==> src/rtl/app_nch_sampler.sv <==
// ---------------------------------------------------------------------------
// app_nch_sampler
// Multi-channel TOT event sampler. Each comparator channel is synchronised and
// edge-detected. A small per-channel FSM then allocates each event to an
// alternating ping (sample) / pong (sampleP) slot, fires front/back TAC pulses
// per event index, counts events and applies an optional timeout.
//
// Ports
//   clk             system clock
//   rst_init_n      asynchronous active-low reset
//   read_en         synchronous clear of counts, flags, slots and event index
//   timeout_en      enable the post-fall timeout
//   timeout_length  timeout in clk cycles after the synced fall (0 acts as 1)
//   vcomp           asynchronous TOT level per channel
//   sample/sampleP  held ping/pong slot bits, channel c at [c*NSLOT +: NSLOT]
//   VP_front        rise TAC pulse per event index, channel c at [c*2*NSLOT +: 2*NSLOT]
//   VP_back         fall TAC pulse per event index, same packing
//   count           saturating event count per channel, CW bits each
//   overflow        sticky, set when the event index wraps to 0
//   timeout         one-cycle pulse when the timeout expires
//
// Configuration macro
//   APP_GLITCH_FILTER_EN : when defined, the synced level must be stable for
//   two consecutive cycles before an edge is accepted (one extra cycle of
//   latency, pulses shorter than two cycles are ignored).
// ---------------------------------------------------------------------------
module app_nch_sampler #(
    parameter int NCH     = 4,
    parameter int NSLOT   = 4,
    parameter int PULSE_W = 2,
    parameter int TO_W    = 6
) (
    input  logic                                 clk,
    input  logic                                 rst_init_n,
    input  logic                                 read_en,
    input  logic                                 timeout_en,
    input  logic [TO_W-1:0]                      timeout_length,
    input  logic [NCH-1:0]                       vcomp,
    output logic [NCH*NSLOT-1:0]                 sample,
    output logic [NCH*NSLOT-1:0]                 sampleP,
    output logic [NCH*2*NSLOT-1:0]               VP_front,
    output logic [NCH*2*NSLOT-1:0]               VP_back,
    output logic [NCH*$clog2(2*NSLOT+1)-1:0]     count,
    output logic [NCH-1:0]                       overflow,
    output logic [NCH-1:0]                       timeout
);

    localparam int NEV = 2 * NSLOT;
    localparam int EW  = (NEV > 2) ? $clog2(NEV) : 1;
    localparam int CW  = $clog2(NEV + 1);
    localparam int PW  = (PULSE_W > 1) ? $clog2(PULSE_W) : 1;

    typedef enum logic [1:0] {
        ST_IDLE = 2'd0,
        ST_HIGH = 2'd1,
        ST_WAIT = 2'd2
    } state_t;

    for (genvar c = 0; c < NCH; c++) begin : gen_ch
        logic            sync1_r, sync2_r, sync3_r;
        logic            rise_s, fall_s;
        state_t          state_r;
        logic [EW-1:0]   ev_r, ev_base_s, ev_inc_s, prev_idx_s;
        logic [CW-1:0]   count_r, count_base_s;
        logic [NEV-1:0]  held_r, held_base_s, prev_mask_s, front_mask_s;
        logic            ovf_r, ovf_base_s, wrap_s;
        logic [TO_W-1:0] timer_r, tload_s;
        logic            timeout_r;
        logic            front_go_s, back_go_s;

        // Two-flop synchroniser plus one delayed copy for edge detection
        always_ff @(posedge clk or negedge rst_init_n) begin
            if (!rst_init_n) begin
                sync1_r <= 1'b0;
                sync2_r <= 1'b0;
                sync3_r <= 1'b0;
            end else begin
                sync1_r <= vcomp[c];
                sync2_r <= sync1_r;
                sync3_r <= sync2_r;
            end
        end

`ifdef APP_GLITCH_FILTER_EN
        logic filt_r;

        // Filtered level only follows the synced level once it held for two cycles
        always_ff @(posedge clk or negedge rst_init_n) begin
            if (!rst_init_n) begin
                filt_r <= 1'b0;
            end else if (sync2_r == sync3_r) begin
                filt_r <= sync2_r;
            end else begin
                filt_r <= filt_r;
            end
        end

        // Edges are accepted against the filtered level
        always_comb begin
            rise_s = sync2_r & sync3_r & ~filt_r;
            fall_s = ~sync2_r & ~sync3_r & filt_r;
        end
`else
        // Edges taken directly from the synced level and its delayed copy
        always_comb begin
            rise_s = sync2_r & ~sync3_r;
            fall_s = ~sync2_r & sync3_r;
        end
`endif

        // read_en clears first; every update below starts from these base values
        always_comb begin
            ev_base_s    = read_en ? {EW{1'b0}}  : ev_r;
            count_base_s = read_en ? {CW{1'b0}}  : count_r;
            held_base_s  = read_en ? {NEV{1'b0}} : held_r;
            ovf_base_s   = read_en ? 1'b0        : ovf_r;
            wrap_s       = (ev_base_s == EW'(NEV - 1));
            ev_inc_s     = wrap_s ? {EW{1'b0}} : (ev_base_s + EW'(1));
            // Previous event sits in the opposite bank; its bit is released at this fall
            prev_idx_s   = (ev_r == {EW{1'b0}}) ? EW'(NEV - 1) : (ev_r - EW'(1));
            prev_mask_s  = {NEV{1'b0}};
            prev_mask_s[prev_idx_s] = 1'b1;
            front_mask_s = {NEV{1'b0}};
            front_mask_s[ev_base_s] = 1'b1;
            tload_s      = (timeout_length == {TO_W{1'b0}}) ? TO_W'(1) : timeout_length;
            front_go_s   = (state_r != ST_HIGH) && rise_s;
            back_go_s    = (state_r == ST_HIGH) && fall_s;
        end

        // Per-channel event FSM: slot allocation, counting, overflow and timeout
        always_ff @(posedge clk or negedge rst_init_n) begin
            if (!rst_init_n) begin
                state_r   <= ST_IDLE;
                ev_r      <= {EW{1'b0}};
                count_r   <= {CW{1'b0}};
                held_r    <= {NEV{1'b0}};
                ovf_r     <= 1'b0;
                timer_r   <= {TO_W{1'b0}};
                timeout_r <= 1'b0;
            end else begin
                ev_r      <= ev_base_s;
                count_r   <= count_base_s;
                held_r    <= held_base_s;
                ovf_r     <= ovf_base_s;
                timeout_r <= 1'b0;
                case (state_r)
                    ST_HIGH: begin
                        if (fall_s) begin
                            state_r <= ST_WAIT;
                            held_r  <= held_base_s & ~prev_mask_s;
                            ev_r    <= ev_inc_s;
                            ovf_r   <= ovf_base_s | wrap_s;
                            timer_r <= tload_s;
                        end else begin
                            state_r <= ST_HIGH;
                        end
                    end
                    ST_IDLE, ST_WAIT: begin
                        if (rise_s) begin
                            // A rise always wins over a coinciding timeout expiry
                            state_r <= ST_HIGH;
                            held_r  <= held_base_s | front_mask_s;
                            count_r <= (count_base_s < CW'(NEV)) ? (count_base_s + CW'(1))
                                                                 : count_base_s;
                        end else if (read_en) begin
                            state_r <= ST_IDLE;
                        end else if ((state_r == ST_WAIT) && timeout_en) begin
                            if (timer_r <= TO_W'(1)) begin
                                held_r    <= {NEV{1'b0}};
                                timeout_r <= 1'b1;
                                state_r   <= ST_IDLE;
                            end else begin
                                timer_r <= timer_r - TO_W'(1);
                            end
                        end else begin
                            state_r <= state_r;
                        end
                    end
                    default: begin
                        state_r <= ST_IDLE;
                    end
                endcase
            end
        end

        for (genvar e = 0; e < NEV; e++) begin : gen_ev
            logic          front_bit_r, back_bit_r;
            logic [PW-1:0] front_rem_r, back_rem_r;

            // TAC pulse stretchers; a re-trigger restarts the PULSE_W window
            always_ff @(posedge clk or negedge rst_init_n) begin
                if (!rst_init_n) begin
                    front_bit_r <= 1'b0;
                    front_rem_r <= {PW{1'b0}};
                    back_bit_r  <= 1'b0;
                    back_rem_r  <= {PW{1'b0}};
                end else begin
                    if (front_go_s && (ev_base_s == EW'(e))) begin
                        front_bit_r <= 1'b1;
                        front_rem_r <= PW'(PULSE_W - 1);
                    end else if (front_bit_r) begin
                        if (front_rem_r == {PW{1'b0}}) begin
                            front_bit_r <= 1'b0;
                        end else begin
                            front_rem_r <= front_rem_r - PW'(1);
                        end
                    end else begin
                        front_bit_r <= 1'b0;
                    end
                    // Back pulse indexes the event that is ending, before any clear
                    if (back_go_s && (ev_r == EW'(e))) begin
                        back_bit_r <= 1'b1;
                        back_rem_r <= PW'(PULSE_W - 1);
                    end else if (back_bit_r) begin
                        if (back_rem_r == {PW{1'b0}}) begin
                            back_bit_r <= 1'b0;
                        end else begin
                            back_rem_r <= back_rem_r - PW'(1);
                        end
                    end else begin
                        back_bit_r <= 1'b0;
                    end
                end
            end

            assign VP_front[c*NEV + e] = front_bit_r;
            assign VP_back[c*NEV + e]  = back_bit_r;
        end

        // Even event indices are ping slots, odd ones pong slots
        for (genvar s = 0; s < NSLOT; s++) begin : gen_slot
            assign sample[c*NSLOT + s]  = held_r[2*s];
            assign sampleP[c*NSLOT + s] = held_r[2*s + 1];
        end

        assign count[c*CW +: CW] = count_r;
        assign overflow[c]       = ovf_r;
        assign timeout[c]        = timeout_r;
    end

endmodule
==> config.mk <==
export PLATFORM = sky130hd
export DESIGN_NAME = app_nch_sampler
export DESIGN_NICKNAME = d
export VERILOG_FILES = /design/src/rtl/app_nch_sampler.sv
export SDC_FILE = /design/constraint.sdc
export NUM_CORES = 1
export LEC_CHECK = 0
export BUFFER_PORTS_ARGS = -buffer_cell sky130_fd_sc_hd__buf_2
export CELL_PAD_IN_SITES_DETAIL_PLACEMENT = 1
export CELL_PAD_IN_SITES_GLOBAL_PLACEMENT = 2
export CORE_ASPECT_RATIO = 0.6
export CORE_MARGIN = 1
export CORE_UTILIZATION = 41
export CTS_BUF_LIST = sky130_fd_sc_hd__clkbuf_4 sky130_fd_sc_hd__clkbuf_8
export DETAILED_ROUTE_END_ITERATION = 16
export PLACE_DENSITY_LB_ADDON = 0.2
export SKIP_LAST_GASP = 1
export SLEW_MARGIN = 20
export SYNTH_ARGS = -nofsm -noshare
export SYNTH_HDL_FRONTEND = slang
export SYNTH_SLANG_ARGS = --single-unit
==> constraint.sdc <==
create_clock -name clk -period 4.39 [get_ports clk]
set_clock_uncertainty 0.05 [all_clocks]
set_input_delay 0.878 -clock clk [delete_from_list [all_inputs] [get_ports clk]]
set_output_delay 0.878 -clock clk [all_outputs]
set_load 0.05 [all_outputs]
==> impl_results.md <==
- Status: finished clean
- R2r setup slk: 1.97 ns
- Final setup margin: 1.721 ns
- Routed vias: 8641
- CP Cell Sequence: buf_2 -> inv_2 -> nand2_1 -> inv_1 -> ha_1 -> ha_1 -> o21ai_0
- DRT Wirelength: 29240 um
- Die Wd: 217.7 um
- Core area: 26940 um2
- Setup crit end kind: flop
- Sw Ratio: 0.3335
- Ratio of cells with drive above 1 in the final layout: 0.1668
- Post-synth EDFFs: 0
- Internal power: 4.005 mW
- 1st-iter DRT viols: 494
- Initial antenna violation count: 1
- Critical path's slowest cell: buf_2
- Final Wtd Congestion: 0.8408
- Max-cap viol count: 0
- RSZ-0062 raised after global routing: no
- Switching power: 2.004 mW
- Synthesized net count: 1283
- DRT Pass-1 Iters: 4
- TNS Setup: 0 ns
- Worst hold path type: reg2reg
- Bufs on Longest Clock Path: 3
- Maximum fanout along the worst path: 34
- CP Class: in2reg
- Hold_sp: gen_ch[2].sync1_r
- Pleak: 6.681 nW
- Post-route cell area: 12780 um2
- WP data required: 4.82 ns
- Synth Register Bits: 240
- Final HPWL DP: 20770 um
- Crit path time final: 2.669 ns
- Power per cell area: 470.1 nW/um2
- Clock Sinks: 240
- Worst Hold Depth: 0
- Register area share after synthesis: 0.5248
- Root Buffer: clkbuf_8
- Slew @ Worst Pin: 0.8294 ns
- ANT nets after route: 0
- Max-slew headroom: 0.4450
- Critical Path AT: 3.10 ns
- Max Transition Viols Final: 0
- Total track usage: 0.2118
- Initial core utilization: 0.4249
- Row cnt: 46
- Vias/cell: 5.147
- Vias in the first global route: 8837
- P&R area growth vs syn: 11.69%
- Warnings, synthesis: 0
- Port Buffers: 133
- Clock share of power: 0.339
- Final setup fails: 0
- Final hold slack: 0.2985 ns
- F_max: 374.7 MHz
- Post-CTS sizing: 0
- Fin crit share: 0.6079
- Most frequent CP cell: ha_1
- Pre-CTS setup slack: 1.154 ns
- Combinational share of power: 0.210
- Global-route wire length before repair: 48620 um
- Hold buffers post-CTS: 0
- CP Depth: 7
- Most used DFF post-synth: dfrtp_1
- Crit path max-delay family: buffers and inverters
- CP Buf/Inv Count: 3
- Netlist cell types: 62
- Max VDD drop: 0.2497 mV
- Clock Latency Late Sink: 0.57 ns
- DIE AREA: 28610 um2
- Largest net degree at the start of global routing: 101
- Num CTS Buffers: 39
- Post CTS Setup Buffer Count: 0
- Async S/R FF share, synth: 1.000
- Crit path launch: read_en
- Syn avg cell area: 9.435 um2
- IO Pins: 134
- Hold Violations, Final: 0
- Reg2Reg Depth: 5
- Startpoint of the worst-slack reg-to-reg timing path: gen_ch[1].state_r[0]
- Number of nets in the layout: 1363
- Startpoint Class: input pin
- Cells after Synth: 1213
- Antenna Cells: 0
- Worst-path clk slew: 0.07 ns
- Synth Cell Area: 11440 um2
- H-tree depth: 2
- DR WL/cell: 17.41 um
- CP max stage delay: 0.51 ns
- Die height: 131.4 um
- Placed Instance Area: 11980 um2
- Util after Layout: 0.4745
- Sequential Power Share: 0.451
- CTS tree: yes
- # DRC: 0
- Congestion Overflow GR: 0
## kinds of logic (layout without fill, tap and decap cells)
kind of cell / count (synthesis) / in the layout / share of synthesized area
muxes: 10 / 10 / 0.009402
xor gates and xnor gates: 11 / 11 / 0.008419
and+or+nand+nor: 469 / 469 / 0.1827
DFF: 240 / 240 / 0.5248
AOI/OAI and AO/OA: 225 / 225 / 0.1226
buffers and inverters: 202 / 308 / 0.09096
adders and majority gates: 56 / 56 / 0.06122
## cell usage in the layout, fill, tap and decap left out, types with 4 or more instances in the layout
cell,n
o22ai_1,8
buf_2,132
clkbuf_4,13
a21oi_1,24
o211ai_1,11
o31ai_1,4
mux2i_1,4
a31oi_1,5
nor2b_1,20
mux2_2,6
and3_1,5
a41oi_1,5
nor3_1,24
a32o_1,8
nand3_1,33
clkbuf_8,49
ha_1,56
nand2b_1,16
nand2_1,258
o32ai_1,7
nor3b_1,7
o21a_1,4
xnor2_1,8
and2_1,5
nand4_1,9
nor2_1,70
dfrtp_1,240
o21ai_0,114
a22o_1,6
inv_1,102
## synthesized netlist by cell type (8+ instances only)
master	instances	area (um2)
nand4_1	9	56.30
a32o_1	8	80.08
nor2_1	70	262.8
a21oi_1	24	120.1
ha_1	56	700.7
buf_4	73	548.0
clkbuf_1	24	90.09
nand2b_1	16	100.1
inv_1	102	382.9
o211ai_1	11	82.58
nor3_1	24	120.1
o22ai_1	8	50.05
nand3_1	33	165.2
xnor2_1	8	70.07
dfrtp_1	240	6006
o21ai_0	114	570.6
nor2b_1	20	125.1
nand2_1	258	968.4
## sequential cells by signal, summed over array words and instances (netlist names)
signal / count
gen_ch.gen_ev.back_bit_r: 32
gen_ch.gen_ev.back_rem_r: 32
gen_ch.gen_ev.front_bit_r: 32
gen_ch.gen_ev.front_rem_r: 32
gen_ch.held_r: 32
gen_ch.timer_r: 24
gen_ch.count_r: 16
gen_ch.ev_r: 12
gen_ch.state_r: 8
gen_ch.ovf_r: 4
gen_ch.sync1_r: 4
gen_ch.sync2_r: 4
gen_ch.sync3_r: 4
gen_ch.timeout_r: 4
## final timing paths
| check | end |
|---|---|
| max | gen_ch[2].ev_r[2] |
| min | gen_ch[2].sync2_r |
| max reg2reg | gen_ch[1].held_r[1] |
| min reg2reg | gen_ch[2].sync2_r |
| max in group asynchronous | gen_ch[3].held_r[3] |
| min in group asynchronous | gen_ch[3].gen_ev[3].back_bit_r |
## through the flow
stage          power [mW]  instances
2_1_floorplan       3.642       1213
3_3_place_gp        3.962       1612
3_5_place_dp        4.007       1612
4_1_cts             6.088       1679
5_1_grt             6.365       1679
6_report            6.009       1679
## per-layer routing
metal | share of wire | vias up | GRT usage
met1 | 0.53 | 4298 | 0.3353
met2 | 0.41 | 131 | 0.2887
met4 | 0.017 | 2 | 0.05399
met5 | 0.00038 | - | 0
met3 | 0.041 | 45 | 0.04282
li1 | - | 4165 | -
## worst register-to-register path: stages, from the launching register on
cell and delay (ns):
dfrtp_1 0.67, and2b_1 0.32, and2_1 0.57, nand2_1 0.15, o311ai_0 0.38, o31ai_1 0.13
## power groups by stage
| stage | clock [mW] | combinational, mW | sequential (mW) |
|---|---|---|---|
| 3_5_place_dp | 0 | 1.26 | 2.75 |
| 2_1_floorplan | 0 | 0.923 | 2.72 |
| 3_3_place_gp | 0 | 1.23 | 2.73 |
| 5_1_grt | 2.19 | 1.42 | 2.75 |
| 6_report | 2.03 | 1.26 | 2.71 |
| 4_1_cts | 2.11 | 1.27 | 2.71 |
## final cells by class
class	instances	area [um2]
Fill cell	3136	14150
Inverter	103	386.6
Timing Repair Buffer	138	738.2
Clock inverter	5	31.28
Clock buffer	62	772.0
Multi-Input combinational cell	771	4398
Tap cell	360	450.4
Sequential cell	240	6006
Note: power is estimated with default switching activity, not from simulation.
